--- src/rtl/chorus_pkg.sv ---
// -----------------------------------------------------------------------------
// chorus_pkg
//
// Shared definitions for the multi-voice chorus:
//   - chorus_state_t : sequencer states (IDLE, READ, MIX, DONE)
//   - MIX_SHIFT      : dry/wet weights are in 1/16 steps, so the weighted sum
//                      is scaled back down by this many bits
//   - delay_to_off() : converts a delay in ms to a smart_ram byte offset
//   - voices_legal() : legal voice counts (power of two so the wet average
//                      is a plain arithmetic shift)
//   - voice_spacing(): even-valued spacing between initial voice taps
//
// Optional feature macro used by the top level: CHORUS_LFO_FREEZE_EN.
// -----------------------------------------------------------------------------
package chorus_pkg;

    typedef enum logic [1:0] {
        IDLE = 2'd0,
        READ = 2'd1,
        MIX  = 2'd2,
        DONE = 2'd3
    } chorus_state_t;

    localparam int MIX_SHIFT = 4;
    localparam int MIX_FULL  = 1 << MIX_SHIFT;

    // Offsets are in bytes and samples are two bytes wide, hence the 2x.
    function automatic int delay_to_off(input int ms, input int samplerate);
        return (2 * ms * samplerate) / 1000;
    endfunction

    function automatic bit voices_legal(input int voices);
        return (voices == 1) || (voices == 2) || (voices == 4) || (voices == 8);
    endfunction

    // Spacing is rounded down to an even value so every tap stays sample
    // aligned in the byte-addressed delay memory.
    function automatic int voice_spacing(input int min_off, input int max_off,
                                         input int voices);
        int raw;
        raw = (max_off - min_off) / voices;
        return raw - (raw % 2);
    endfunction

endpackage

--- src/rtl/chorus_lfo.sv ---
// -----------------------------------------------------------------------------
// chorus_lfo
//
// Triangle sweep of one voice's delay tap. On each step strobe the position
// moves by step_size toward the current end of the range; hitting or passing
// an end clamps to that end and reverses the direction. Reset restores the
// initial position and an upward direction.
//
// Ports:
//   clk, rst    : clock, synchronous active-high reset
//   step        : advance the sweep by one step this cycle
//   step_size   : step magnitude in bytes (even)
//   min_off     : lower end of the sweep (even)
//   max_off     : upper end of the sweep (even)
//   init_pos    : position loaded at reset (even)
//   pos         : current tap offset
// -----------------------------------------------------------------------------
module chorus_lfo #(
    parameter int ADDR_WIDTH = 13
) (
    input  logic                  clk,
    input  logic                  rst,
    input  logic                  step,
    input  logic [ADDR_WIDTH-1:0] step_size,
    input  logic [ADDR_WIDTH-1:0] min_off,
    input  logic [ADDR_WIDTH-1:0] max_off,
    input  logic [ADDR_WIDTH-1:0] init_pos,
    output logic [ADDR_WIDTH-1:0] pos
);

    logic                dir_down;
    // One extra bit so neither comparison can wrap near the address limit.
    logic [ADDR_WIDTH:0] pos_up;
    logic [ADDR_WIDTH:0] floor_plus_step;

    assign pos_up          = {1'b0, pos} + {1'b0, step_size};
    assign floor_plus_step = {1'b0, min_off} + {1'b0, step_size};

    always_ff @(posedge clk) begin
        if (rst) begin
            pos      <= init_pos;
            dir_down <= 1'b0;
        end else if (step) begin
            if (!dir_down) begin
                if (pos_up >= {1'b0, max_off}) begin
                    pos      <= max_off;
                    dir_down <= 1'b1;
                end else begin
                    pos <= pos_up[ADDR_WIDTH-1:0];
                end
            end else begin
                // pos - step <= min  <=>  pos <= min + step (no underflow)
                if ({1'b0, pos} <= floor_plus_step) begin
                    pos      <= min_off;
                    dir_down <= 1'b0;
                end else begin
                    pos <= pos - step_size;
                end
            end
        end
    end

endmodule

--- src/rtl/chorus_multivoice.sv ---
// -----------------------------------------------------------------------------
// chorus_multivoice
//
// Multi-voice chorus. Each granted sample reads VOICES delayed samples from
// smart_ram (one tap per voice, each tap swept by its own triangle LFO),
// averages them into a wet signal and blends it with the dry input:
//   data_out = (dry*(16-m) + wet*m) >>> 4,  m = min(mix, 16)
//
// Ports:
//   clk, rst          : clock, synchronous active-high reset
//   cs, my_turn       : effect enable and scheduler grant; a sample starts
//                       when both are high in IDLE
//   data_in           : dry sample, latched at acceptance
//   mix               : wet amount 0..16 (larger values act as 16), sampled
//                       only in the MIX cycle
//   sram_data_in      : delayed sample returned by smart_ram
//   sram_read_finish  : smart_ram read-complete strobe
//   freeze            : (only with CHORUS_LFO_FREEZE_EN) holds the LFO
//                       counter and all tap positions in the DONE cycle
//   sram_rd           : one-cycle read request
//   sram_offset       : byte offset back in time for the request
//   done              : one-cycle completion pulse
//   data_out          : processed sample, held until the next MIX
//
// Read handshake: sram_rd is a single-cycle request carrying sram_offset.
// Exactly one request is outstanding; the next voice's request is raised in
// the same cycle that the previous sram_read_finish is seen, so a memory
// answering one cycle after each request gives done VOICES+3 cycles after
// the grant. A finish seen in the first request cycle, or outside READ, is
// not a response to an outstanding request and is ignored.
//
// Optional feature macro: CHORUS_LFO_FREEZE_EN (adds the freeze input).
// -----------------------------------------------------------------------------
module chorus_multivoice
    import chorus_pkg::*;
#(
    parameter int DATA_WIDTH   = 16,
    parameter int ADDR_WIDTH   = 13,
    parameter int SAMPLERATE   = 48000,
    parameter int VOICES       = 4,
    parameter int MIN_DELAY_MS = 10,
    parameter int MAX_DELAY_MS = 25,
    parameter int RATE_DIV     = 10
) (
    input  logic                  clk,
    input  logic                  rst,
    input  logic                  cs,
    input  logic                  my_turn,
    input  logic [DATA_WIDTH-1:0] data_in,
    input  logic [4:0]            mix,
    input  logic [DATA_WIDTH-1:0] sram_data_in,
    input  logic                  sram_read_finish,
`ifdef CHORUS_LFO_FREEZE_EN
    input  logic                  freeze,
`endif
    output logic                  sram_rd,
    output logic [ADDR_WIDTH-1:0] sram_offset,
    output logic                  done,
    output logic [DATA_WIDTH-1:0] data_out
);

    localparam int MIN_OFF = delay_to_off(MIN_DELAY_MS, SAMPLERATE);
    localparam int MAX_OFF = delay_to_off(MAX_DELAY_MS, SAMPLERATE);
    localparam int SPACING = voice_spacing(MIN_OFF, MAX_OFF, VOICES);
    localparam int VSHIFT  = $clog2(VOICES);
    localparam int VIDX_W  = (VOICES > 1) ? VSHIFT : 1;
    // Sum of VOICES samples needs log2(VOICES) guard bits.
    localparam int ACC_W   = DATA_WIDTH + VSHIFT;
    localparam int MIX_W   = DATA_WIDTH + 5;
    localparam int CNT_W   = (RATE_DIV > 1) ? $clog2(RATE_DIV) : 1;

    localparam logic [VIDX_W-1:0] LAST_VOICE = VIDX_W'(VOICES - 1);
    localparam logic [CNT_W-1:0]  CNT_LAST   = CNT_W'(RATE_DIV - 1);

    if (!voices_legal(VOICES)) begin : g_bad_voices
        $error("chorus_multivoice: VOICES must be 1, 2, 4 or 8");
    end

    // -------------------------------------------------------------------------
    // State and datapath registers
    // -------------------------------------------------------------------------
    chorus_state_t                state;
    chorus_state_t                state_next;
    logic                         first_q;   // first READ cycle: voice 0 request
    logic [VIDX_W-1:0]            voice_q;   // voice whose read is outstanding
    logic signed [ACC_W-1:0]      acc;
    logic signed [DATA_WIDTH-1:0] dry_q;
    logic [ADDR_WIDTH-1:0]        off_q;     // last offset presented
    logic [CNT_W-1:0]             cnt_q;     // completed samples since LFO step

    logic [ADDR_WIDTH-1:0]        pos [VOICES];
    logic [VIDX_W-1:0]            rd_voice;
    logic                         take_finish;
    logic                         last_voice;
    logic                         lfo_step;
    logic                         freeze_now;

`ifdef CHORUS_LFO_FREEZE_EN
    assign freeze_now = freeze;
`else
    assign freeze_now = 1'b0;
`endif

    assign take_finish = (state == READ) && !first_q && sram_read_finish;
    assign last_voice  = (voice_q == LAST_VOICE);

    // -------------------------------------------------------------------------
    // Per-voice triangle LFOs. Voice v steps by 2*(v+1) so the voices drift
    // apart instead of sweeping in lockstep.
    // -------------------------------------------------------------------------
    for (genvar v = 0; v < VOICES; v++) begin : g_voice
        chorus_lfo #(
            .ADDR_WIDTH (ADDR_WIDTH)
        ) u_lfo (
            .clk       (clk),
            .rst       (rst),
            .step      (lfo_step),
            .step_size (ADDR_WIDTH'(2 * (v + 1))),
            .min_off   (ADDR_WIDTH'(MIN_OFF)),
            .max_off   (ADDR_WIDTH'(MAX_OFF)),
            .init_pos  (ADDR_WIDTH'(MIN_OFF + v * SPACING)),
            .pos       (pos[v])
        );
    end

    // -------------------------------------------------------------------------
    // Sequencer state register
    // -------------------------------------------------------------------------
    always_ff @(posedge clk) begin
        if (rst) begin
            state <= IDLE;
        end else begin
            state <= state_next;
        end
    end

    // -------------------------------------------------------------------------
    // Next state and outputs
    // -------------------------------------------------------------------------
    always_comb begin
        state_next  = state;
        sram_rd     = 1'b0;
        rd_voice    = '0;
        sram_offset = off_q;
        done        = 1'b0;
        lfo_step    = 1'b0;

        case (state)
            IDLE: begin
                if (cs && my_turn) begin
                    state_next = READ;
                end
            end
            READ: begin
                if (first_q) begin
                    sram_rd  = 1'b1;
                    rd_voice = '0;
                end else if (take_finish) begin
                    if (last_voice) begin
                        state_next = MIX;
                    end else begin
                        sram_rd  = 1'b1;
                        rd_voice = voice_q + VIDX_W'(1);
                    end
                end
            end
            MIX: begin
                state_next = DONE;
            end
            DONE: begin
                done       = 1'b1;
                lfo_step   = (cnt_q == CNT_LAST) && !freeze_now;
                state_next = IDLE;
            end
            default: begin
                state_next = IDLE;
            end
        endcase

        // A reset aborts the sample; no request may escape in that cycle.
        if (rst) begin
            sram_rd = 1'b0;
        end
        if (sram_rd) begin
            sram_offset = pos[rd_voice];
        end
    end

    // -------------------------------------------------------------------------
    // Dry/wet blend. Weights sum to 16, so the weighted sum stays within
    // MIX_W signed bits and the shifted result always fits DATA_WIDTH.
    // -------------------------------------------------------------------------
    logic [4:0]              mix_eff;
    logic signed [MIX_W-1:0] dry_ext;
    logic signed [MIX_W-1:0] wet_ext;
    logic signed [MIX_W-1:0] w_wet;
    logic signed [MIX_W-1:0] w_dry;
    logic signed [MIX_W-1:0] mixed;

    assign mix_eff = (mix > 5'd16) ? 5'd16 : mix;
    assign dry_ext = MIX_W'(dry_q);
    // Arithmetic shift averages the voices (rounds toward -infinity).
    assign wet_ext = MIX_W'(acc >>> VSHIFT);
    assign w_wet   = MIX_W'(mix_eff);
    assign w_dry   = MIX_W'(MIX_FULL) - w_wet;
    assign mixed   = dry_ext * w_dry + wet_ext * w_wet;

    // -------------------------------------------------------------------------
    // Datapath registers
    // -------------------------------------------------------------------------
    always_ff @(posedge clk) begin
        if (rst) begin
            first_q  <= 1'b0;
            voice_q  <= '0;
            acc      <= '0;
            dry_q    <= '0;
            off_q    <= '0;
            cnt_q    <= '0;
            data_out <= '0;
        end else begin
            first_q <= 1'b0;
            if (sram_rd) begin
                off_q <= sram_offset;
            end

            case (state)
                IDLE: begin
                    if (cs && my_turn) begin
                        dry_q   <= data_in;
                        acc     <= '0;
                        voice_q <= '0;
                        first_q <= 1'b1;
                    end
                end
                READ: begin
                    if (take_finish) begin
                        acc <= acc + ACC_W'($signed(sram_data_in));
                        if (!last_voice) begin
                            voice_q <= voice_q + VIDX_W'(1);
                        end
                    end
                end
                MIX: begin
                    data_out <= DATA_WIDTH'(mixed >>> MIX_SHIFT);
                end
                DONE: begin
                    if (!freeze_now) begin
                        cnt_q <= (cnt_q == CNT_LAST) ? '0 : cnt_q + CNT_W'(1);
                    end
                end
                default: begin
                end
            endcase
        end
    end

endmodule

--- config.mk ---
export PLATFORM = sky130hd
export DESIGN_NAME = chorus_multivoice
export DESIGN_NICKNAME = d
export VERILOG_FILES = /design/src/rtl/chorus_pkg.sv /design/src/rtl/chorus_lfo.sv /design/src/rtl/chorus_multivoice.sv
export SDC_FILE = /design/constraint.sdc
export NUM_CORES = 1
export LEC_CHECK = 0
export CAP_MARGIN = 10
export CORE_MARGIN = 2
export CORE_UTILIZATION = 35
export CTS_CLUSTER_DIAMETER = 60
export DETAILED_ROUTE_END_ITERATION = 8
export HOLD_SLACK_MARGIN = 0.06
export PLACE_DENSITY = 0.52
export SLEW_MARGIN = 20
export SYNTH_ARGS = -nofsm -noshare
export SYNTH_HDL_FRONTEND = slang
export SYNTH_SLANG_ARGS = --single-unit
--- constraint.sdc ---
create_clock -name clk -period 21 [get_ports clk]
set_input_delay 5.25 -clock clk [delete_from_list [all_inputs] [get_ports clk]]
set_output_delay 5.25 -clock clk [all_outputs]
set_load 0.005 [all_outputs]
# Word-level counts from Yosys, hierarchy flattened
# Index checks and enable logic that the tools add are counted.
[totals]
n_memories = 0
out_inout_bits = 31
ff_bits = 128
rom_bits = 0
word_cells = 118
inputBits = 42
ramBits = 0
latch_bits = 0
[classes]
add_sub_neg = 13
magnitude_cmp = 10
n_eq_ne = 10
mul = 2
n_mux = 54
n_div = 0
bitwise_logic = 2
shifts = 0
n_reduce_logical = 11
[op_table]
columns = ["op", "count"]
rows = [
  ["13-bit 2-to-1 mux", 15],
  ["14-bit by 12-bit >= comparator with 1-bit output (second input constant)", 4],
  ["13-bit by 10-bit <= comparator with 1-bit output (second input constant)", 4],
  ["16-bit by 6-bit multiplier with 20-bit output", 2],
  ["18-bit 2-to-1 mux", 2],
  ["18-bit one-hot mux with 2 select lines", 1],
  ["13-bit by 3-bit adder with 14-bit output (second input constant)", 2],
  ["13-bit binary-select mux with 2-bit select", 1],
  ["13-bit by 3-bit subtractor with 13-bit output (second input constant)", 2],
  ["2-bit 2-to-1 mux", 11],
  ["20-bit adder", 1],
  ["1-bit 2-to-1 mux", 20],
  ["18-bit by 16-bit adder with 18-bit output", 1],
  ["13-bit by 2-bit adder with 14-bit output (second input constant)", 1],
  ["13-bit by 4-bit adder with 14-bit output (second input constant)", 1],
  ["13-bit by 2-bit subtractor with 13-bit output (second input constant)", 1],
  ["13-bit by 4-bit subtractor with 13-bit output (second input constant)", 1],
  ["2-bit != test (second input constant)", 5],
  ["2-bit one-hot mux with 4 select lines", 1],
  ["4-bit AND reduction", 2],
  ["2-bit == test (second input constant)", 3],
  ["5-bit by 5-bit subtractor with 6-bit output (first input constant)", 1],
  ["5-bit > comparator (second input constant)", 1],
  ["5-bit 2-to-1 mux", 1],
  ["other kinds (16)", 18],
]

# Logic depth before layout (Yosys ltp)
# Gate-level depths: netlist of run 1.
[depth]
word_depth = 11
depth_mapped = 27
ltp_nobuf = 24

# Cells and area by module
# From an unflattened synthesis of run 1, not the netlist that was laid out.
[unflattened]
hier_cells = 2741
area_unflattened_um2 = 22625.4
[modules_own_cells]
columns = ["mod", "cells_per_inst", "instances", "seq_area_each_um2", "area_per_inst_um2"]
rows = [
  ["chorus_multivoice", 1113, 1, 1441.4, 9397.8],
  ["chorus_lfo at g_voice[3].u_lfo", 421, 1, 410.4, 3344.5],
  ["chorus_lfo at g_voice[1].u_lfo", 403, 1, 410.4, 3309.4],
  ["chorus_lfo at g_voice[2].u_lfo", 407, 1, 410.4, 3308.2],
  ["chorus_lfo at g_voice[0].u_lfo", 397, 1, 410.4, 3265.6],
]

# Worst setup path after synthesis of run 1
# OpenSTA, ideal clock, no wires.
[synth_path]
path_type = "input-to-output"
from = "in sram_read_finish"
to = "out sram_offset[11]"
path_buffers = 2
t_arrival_ps = 6492
stages = 7
setup_slack_ps = 9258
required_ps = 15750
cell_sequence = "nor2b_1 > and2_1 > clkbuf_1 > nand2b_1 > clkbuf_1 > o221ai_1 > o21ai_0"
[synth_between]
elab_chain_len = 9
elab_cells_between_ends = 13
cone_classes = "mux: 11; bitwise: 1; reduce/logical: 1"
[synth_lines]
columns = ["element", "line", "source"]
rows = [
  ["start: declaration", "chorus_multivoice.sv:52", "input logic sram_read_finish,"],
  ["1-bit logical AND *", "chorus_multivoice.sv:104", "assign take_finish = (state == READ) && !first_q && sram_read_finish;"],
  ["2-bit 2-to-1 mux", "chorus_multivoice.sv:158", "end else if (take_finish) begin"],
  ["2-bit 2-to-1 mux", "chorus_multivoice.sv:155", "if (first_q) begin"],
  ["2-bit 2-to-1 mux", "chorus_multivoice.sv:148", "case (state)"],
  ["2-bit inverter with 3-bit output (implied by the code)", "chorus_multivoice.sv:185", "sram_offset = pos[rd_voice];"],
  ["13-bit binary-select mux with 2-bit select", "chorus_multivoice.sv:185", ""],
  ["13-bit 2-to-1 mux (implied by the code) (2 in a row)", "chorus_multivoice.sv:185", ""],
  ["13-bit 2-to-1 mux *", "chorus_multivoice.sv:184", "if (sram_rd) begin"],
  ["end: declaration", "chorus_multivoice.sv:57", "output logic [ADDR_WIDTH-1:0] sram_offset,"],
]
# Mark *: on every way between the ends. The rest lies on a longest branch, timed or not. The select of a mux whose other input is x is not followed.

# Worst setup path after layout of run 1
[layout_path]
from = "in sram_read_finish"
to = "out sram_offset[7]"
# Same word-level chain as after synthesis.

==> results of run 1 <==
==> layout by cell type (no fill, tap or decap), types with 13 or more instances in the layout <==
cell type	count
inv_1	217
nand2_1	214
fa_1	137
dfxtp_1	121
nor2_1	109
ha_1	94
and2_1	91
a21oi_1	89
o21ai_0	71
clkdlybuf4s50_1	71
xnor2_1	41
nand3_1	36
nor3_1	32
xor2_1	28
a31oi_1	22
and3_1	18
a22oi_1	18
clkbuf_16	17
mux2i_1	16
conb_1	15
a211oi_1	14
a21o_1	14
o221ai_1	14
buf_4	13
==> worst max-delay path by stage <==
stage	slack, ns	end	from	cells past startpoint
after detailed placement	7.92	data_out[8]$_SDFFE_PP0P_	mix[4]	25
final	7.95	sram_offset[7]	sram_read_finish	7
after CTS	7.97	sram_offset[7]	sram_read_finish	7
after floorplan	9.26	sram_offset[11]	sram_read_finish	7
after global routing	7.68	sram_offset[6]	sram_read_finish	7
after global placement	8.00	data_out[8]$_SDFFE_PP0P_	mix[4]	25
==> cell usage after synthesis (28+ instances only) <==
cell and number:
a21oi_1 89, xor2_1 28, fa_1 137, clkbuf_1 84, xnor2_1 42, nand3_1 36
and2_1 91, nor2_1 109, nor3_1 33, o21ai_0 71, ha_1 94, inv_1 217
nand2_1 214, dfxtp_1 121
==> per-stage QoR <==
| step | instances | util, % | hold slack, ns | setup WS [ns] |
|---|---|---|---|---|
| 2_1_floorplan | 1700 | - | 0.444 | 9.26 |
| 3_3_place_gp | 2196 | 38.6 | 0.459 | 8.00 |
| 3_5_place_dp | 2196 | 38.6 | 0.463 | 7.92 |
| 4_1_cts | 2227 | 40.2 | 0.480 | 7.97 |
| 5_1_grt | 2227 | 40.2 | 0.494 | 7.68 |
| 6_report | 2227 | 40.2 | 0.479 | 7.95 |
==> area by class of cell <==
type	instances	area (um^2)	area share [%]
well taps	511	639	4.22
flip-flops and latches	121	2420	16.0
inverters	219	822	5.42
clock buffers	21	480	3.17
clock inverters	10	93.8	0.619
repair buffers	84	808	5.33
multi-input cells	1261	9900	65.3
==> report_power, final <==
group | total [W] | switching, W | internal (W)
logic | 0.000344 | 0.000196 | 0.000148
clock network | 0.000295 | 0.000120 | 0.000175
registers | 0.000266 | 0.0000197 | 0.000246
total | 0.000905 | 0.000336 | 0.000569
==> cell families after synthesis <==
family | Yosys count
fa+ha+maj | 231
compound gates | 346
other cells | 1
buf+inv | 318
flops | 121
xor+xnor | 70
simple gates | 579
mux | 20
==> sequential cells by signal (all words and copies together), names as in the netlist <==
signal / flops
first_q: 1
dry_q: 16
g_voice.u_lfo.pos: 45
voice_q: 2
data_out: 16
acc: 18
off_q: 13
cnt_q: 4
g_voice.u_lfo.dir_down: 4
state: 2
==> layer usage <==
layer	track usage [%]	wire (um)
met1	24.3	16400
met2	32.0	17400
met3	2.95	1300
met4	5.09	617
met5	0	0
==> run metrics, run 1 <==
status=complete, no violations; area share of fa/ha/maj cells after synthesis=29.1%; Final Power=0.000905 W; Final Skew=0.0166 ns; Nets=1977; cell area after synthesis=13500 um^2; clk sink count=121; IO buf count=72; relative slew slack=27.0%; total number of vias=11400; Die ar.=40100 um^2; r2r startpoint=acc[6]$_SDFFE_PP0P_; CP top delay family=simple AND/OR/NAND/NOR gates; ANT cells=0; DRT Wirelength=35.7 mm; Final Wtd Congestion=0.834; CTS Hold Buffers Added=0; Longest Clk Path Bufs=2; synth top area cells=fa_1, dfxtp_1, ha_1; Setup CP Type=input pin to primary output; worst path bufs/invs=2; gr usage total=18.6%; DRC viols=0; initial antenna violation count=0; DIE WIDTH=200 um; die height=200 um; Worst path slowest cell=clkdlybuf4s50_1; Synth top area share=20.4%; Synth Flop Type=dfxtp_1; WP data arrival=7.80 ns; CTS tree=built; number of max-cap violations=0; Clk Latency, worst-skew pair=0.44 ns; DP HPWL=27.2 mm; Top Ports=73; vias in the first global route=11700; Initial Util=35.7%; R2R cell count=18; Final Critical Period=13.05 ns; largest net degree at the start of global routing=48; post-route design area=15200 um^2; CP cell instances=clkdlybuf4s50_1 -> nor2b_1 -> and2_1 -> nand2b_1 -> o221ai_1 -> o21ai_0 -> clkdlybuf4s50_1; core area=37800 um^2; total number of yosys warnings=0; Final TNS setup=0 ns; fin. max-slew vios=0; Yosys top cell by area=fa_1; area delta synth->final=12.6%; main combinational cell family by area after synthesis=adder cells; Placement Cell Area=14600 um^2; drt pass-1 iters=5; RSZ-0062 raised after global routing=no; Final ANT Viol Nets=0; Hold Crit Start=off_q[0]$_SDFFE_PP0P_; post-synthesis cell type count=81; Synth Area in XOR/XNOR=4.55%; Required @ worst endpoint=15.75 ns; post-DR vias/cell=5.12; crit end category=primary output; Syn Area/Cell=7.99 um^2; first-pass GRT wire length=60.9 mm; #FFs+latches synth=121; worst min-delay path category=flip-flop to flip-flop; Final period util=62.1%; Clock transition at path regs=0.06 ns; CP max stage delay=0.55 ns; Worst path most repeated cell=clkdlybuf4s50_1; r2r endpoint=data_out[8]$_SDFFE_PP0P_; Row Count=71; total gr overflow=0; Final Setup Violations=0; CTS H-tree lvls=4; fill count=3935; multiplexer area fraction after synthesis=1.52%; Worst VDD drop=0.0000562 V; max frequency=76.6 MHz; Root Driver=clkbuf_16; # Post-CTS Setup Buffers=0; final hold vios=0; PostCTS Resize Cnt=0; Post-synth ARST share=0%; Hold Path Sink=off_q[0]$_SDFFE_PP0P_; crit start category=input pin; number of synthesized flops with an enable pin=0; simple-gate portion of the synthesized area=20.7%; Synth Instances=1686; WL/cell=16.0 um; post-synthesis sequential area ratio=18.0%; cts bufs inserted=17; hold path depth=1; DRT iter0 DRCs=535; Synth Area in Compound Gates=17.1%; Worst-Margin Slew=1.07 ns; share of cells above drive strength 1=4.02%; Pwr Density=59.7 nW/um^2; CP Max Fanout=15; Static Leak=6.39 nW; FF-to-FF setup slack=15.10 ns
No activity file was read; power rests on OpenSTA's default activity.
==> run 2: changes to the inputs <==
Settings changed: PLACE_DENSITY 0.52 to 0.54.
Clock period 21 ns to 10.7 ns, I/O delays scaled along.
==> run metrics, run 2 (same netlist as run 1, synthesis figures left out) <==
Final period util=85.6%; CTS Hold Buffers Added=0 (unchanged); first-pass GRT wire length=60.1 mm (was 60.9 mm); Final Setup Violations=0 (unchanged); Final TNS setup=0 ns (unchanged); Worst path most repeated cell=fa_1 (was clkdlybuf4s50_1); crit start category=input pin (unchanged); leading cell type in the layout, fill and taps excluded=inv_1 (unchanged); largest net degree at the start of global routing=47 (was 48); Final Skew=0.0127 ns (was 0.0166 ns); Top Ports=73 (unchanged); Final Wtd Congestion=0.817 (was 0.834); post-route design area=15200 um^2 (about the same); share of cells above drive strength 1=3.95% (was 4.02%); DRT Wirelength=35.3 mm (was 35.7 mm); status=complete, no violations (unchanged); CTS tree=built (unchanged); initial antenna violation count=1 (was 0); # Post-CTS Setup Buffers=0 (unchanged); worst min-delay path category=flip-flop to flip-flop (unchanged); worst path bufs/invs=8 (was 2); Longest Clk Path Bufs=2 (unchanged); Clock transition at path regs=0.06 ns (about the same); Regs by FF count=g_voice.u_lfo.pos: 45 flops, acc: 18 flops (unchanged); Row Count=71 (unchanged); final hold vios=0 (unchanged); area delta synth->final=13.1% (was 12.6%); Final Power=0.00181 W (was 0.000905 W); most frequent cells in the layout=inv_1, nand2_1, fa_1, dfxtp_1, nor2_1 (unchanged); crit end category=flip-flop (was primary output); Root Driver=clkbuf_16 (unchanged); cts bufs inserted=17 (unchanged); total number of vias=11400 (about the same); Pwr Density=119 nW/um^2 (was 59.7 nW/um^2); Final ANT Viol Nets=0 (unchanged); IO buf count=72 (unchanged); fin. max-slew vios=0 (unchanged); Most flops, register=g_voice.u_lfo.pos (unchanged); post-DR vias/cell=5.11 (was 5.12); Clk Latency, worst-skew pair=0.43 ns (was 0.44 ns); Layout Utilization=40.3% (was 40.2%); Worst VDD drop=0.000123 V (was 0.0000562 V); max frequency=109 MHz; DRT iter0 DRCs=504 (was 535); Die ar.=40100 um^2 (unchanged); relative slew slack=32.4% (was 27.0%); Final Critical Period=9.16 ns; PostCTS Resize Cnt=0 (unchanged); Worst path slowest cell=a2111oi_0 (was clkdlybuf4s50_1); Initial Util=35.7% (unchanged); vias in the first global route=11600 (was 11700); number of max-cap violations=0 (unchanged); CP max stage delay=0.86 ns (was 0.55 ns); CTS H-tree lvls=4 (unchanged); drt pass-1 iters=5 (unchanged); CP Max Fanout=23 (was 15); die height=200 um (unchanged); DRC viols=0 (unchanged); Nets=1982 (was 1977); WL/cell=15.8 um (was 16.0 um); clk sink count=121 (unchanged); DIE WIDTH=200 um (unchanged); core area=37800 um^2 (unchanged); CP top delay family=adder cells (was simple AND/OR/NAND/NOR gates); RSZ-0062 raised after global routing=no (unchanged); setup slack after placement=1.17 ns (was 7.92 ns); gr usage total=18.4% (was 18.6%); Setup CP Type=input pin to flip-flop (was input pin to primary output); Largest register FFs=45 (unchanged); Worst Setup Slack, final=1.54 ns (was 7.95 ns); Worst-Margin Slew=0.989 ns (was 1.07 ns); WP data arrival=9.53 ns (was 7.80 ns); Placement Cell Area=14600 um^2 (about the same); Required @ worst endpoint=11.06 ns (was 15.75 ns); DP HPWL=26.8 mm (was 27.2 mm); Static Leak=6.42 nW (was 6.39 nW); total gr overflow=0 (unchanged)
-- run 2: cell count changes in the layout (fill, tap and decap cells not counted), sizes merged --
cell	before	now
diode	0	1
buf	13	18
inv	218	217
clkinvlp	3	1
clkinv	7	5
bufinv	1	3
clkbuf	21	23
-- run 2: layer usage --
metal	vias up	global-route usage, %	wire length (um)
met2	192	32.4	17600
met3	25	2.88	1310
met5	-	0	0
met1	5545	23.7	16000
li1	5649	-	-
met4	0	3.70	365
-- run 2: area by class of cell --
type	instances	area, um^2
Timing Repair Buffer	89	846
Inverter	219	822
Sequential cell	121	2420
Antenna cell	1	2.50
Clock inverter	7	116
Multi-Input combinational cell	1261	9890
Clock buffer	23	488
Fill cell	3892	22500
Tap cell	511	639
-- run 2: report_power, final --
group / internal, W / leakage [nW] / switching [W]
Sequential: 0.000484 / 0.978 / 0.0000390
Combinational: 0.000291 / 5.15 / 0.000380
Clock: 0.000388 / 0.295 / 0.000231
Total: 0.00116 / 6.42 / 0.000650
-- run 2: path summary, 6_finish.rpt --
path / start / endpoint / slack [ns] / cells past startpoint
setup / recovery: mix[4] / data_out[8]$_SDFFE_PP0P_ / 1.54 / 27
hold / removal: off_q[0]$_SDFFE_PP0P_ / off_q[0]$_SDFFE_PP0P_ / 0.48 / 1
setup reg to reg: acc[6]$_SDFFE_PP0P_ / data_out[8]$_SDFFE_PP0P_ / 4.89 / 18
hold reg to reg: off_q[0]$_SDFFE_PP0P_ / off_q[0]$_SDFFE_PP0P_ / 0.48 / 1
-- run 2: stage by stage --
| stage | std cells | hold WS, ns |
|---|---|---|
| floorplan | 1700 | 0.444 |
| global placement | 2201 | 0.471 |
| detailed placement | 2201 | 0.478 |
| CTS | 2231 | 0.491 |
| finish | 2232 | 0.483 |
| global route | 2231 | 0.498 |
==> run 3: changes to the inputs <==
Settings changed: SETUP_SLACK_MARGIN from default to 0.5.
==> results of run 3 <==
Final layout, timing and power as in run 2 (identical DEF).
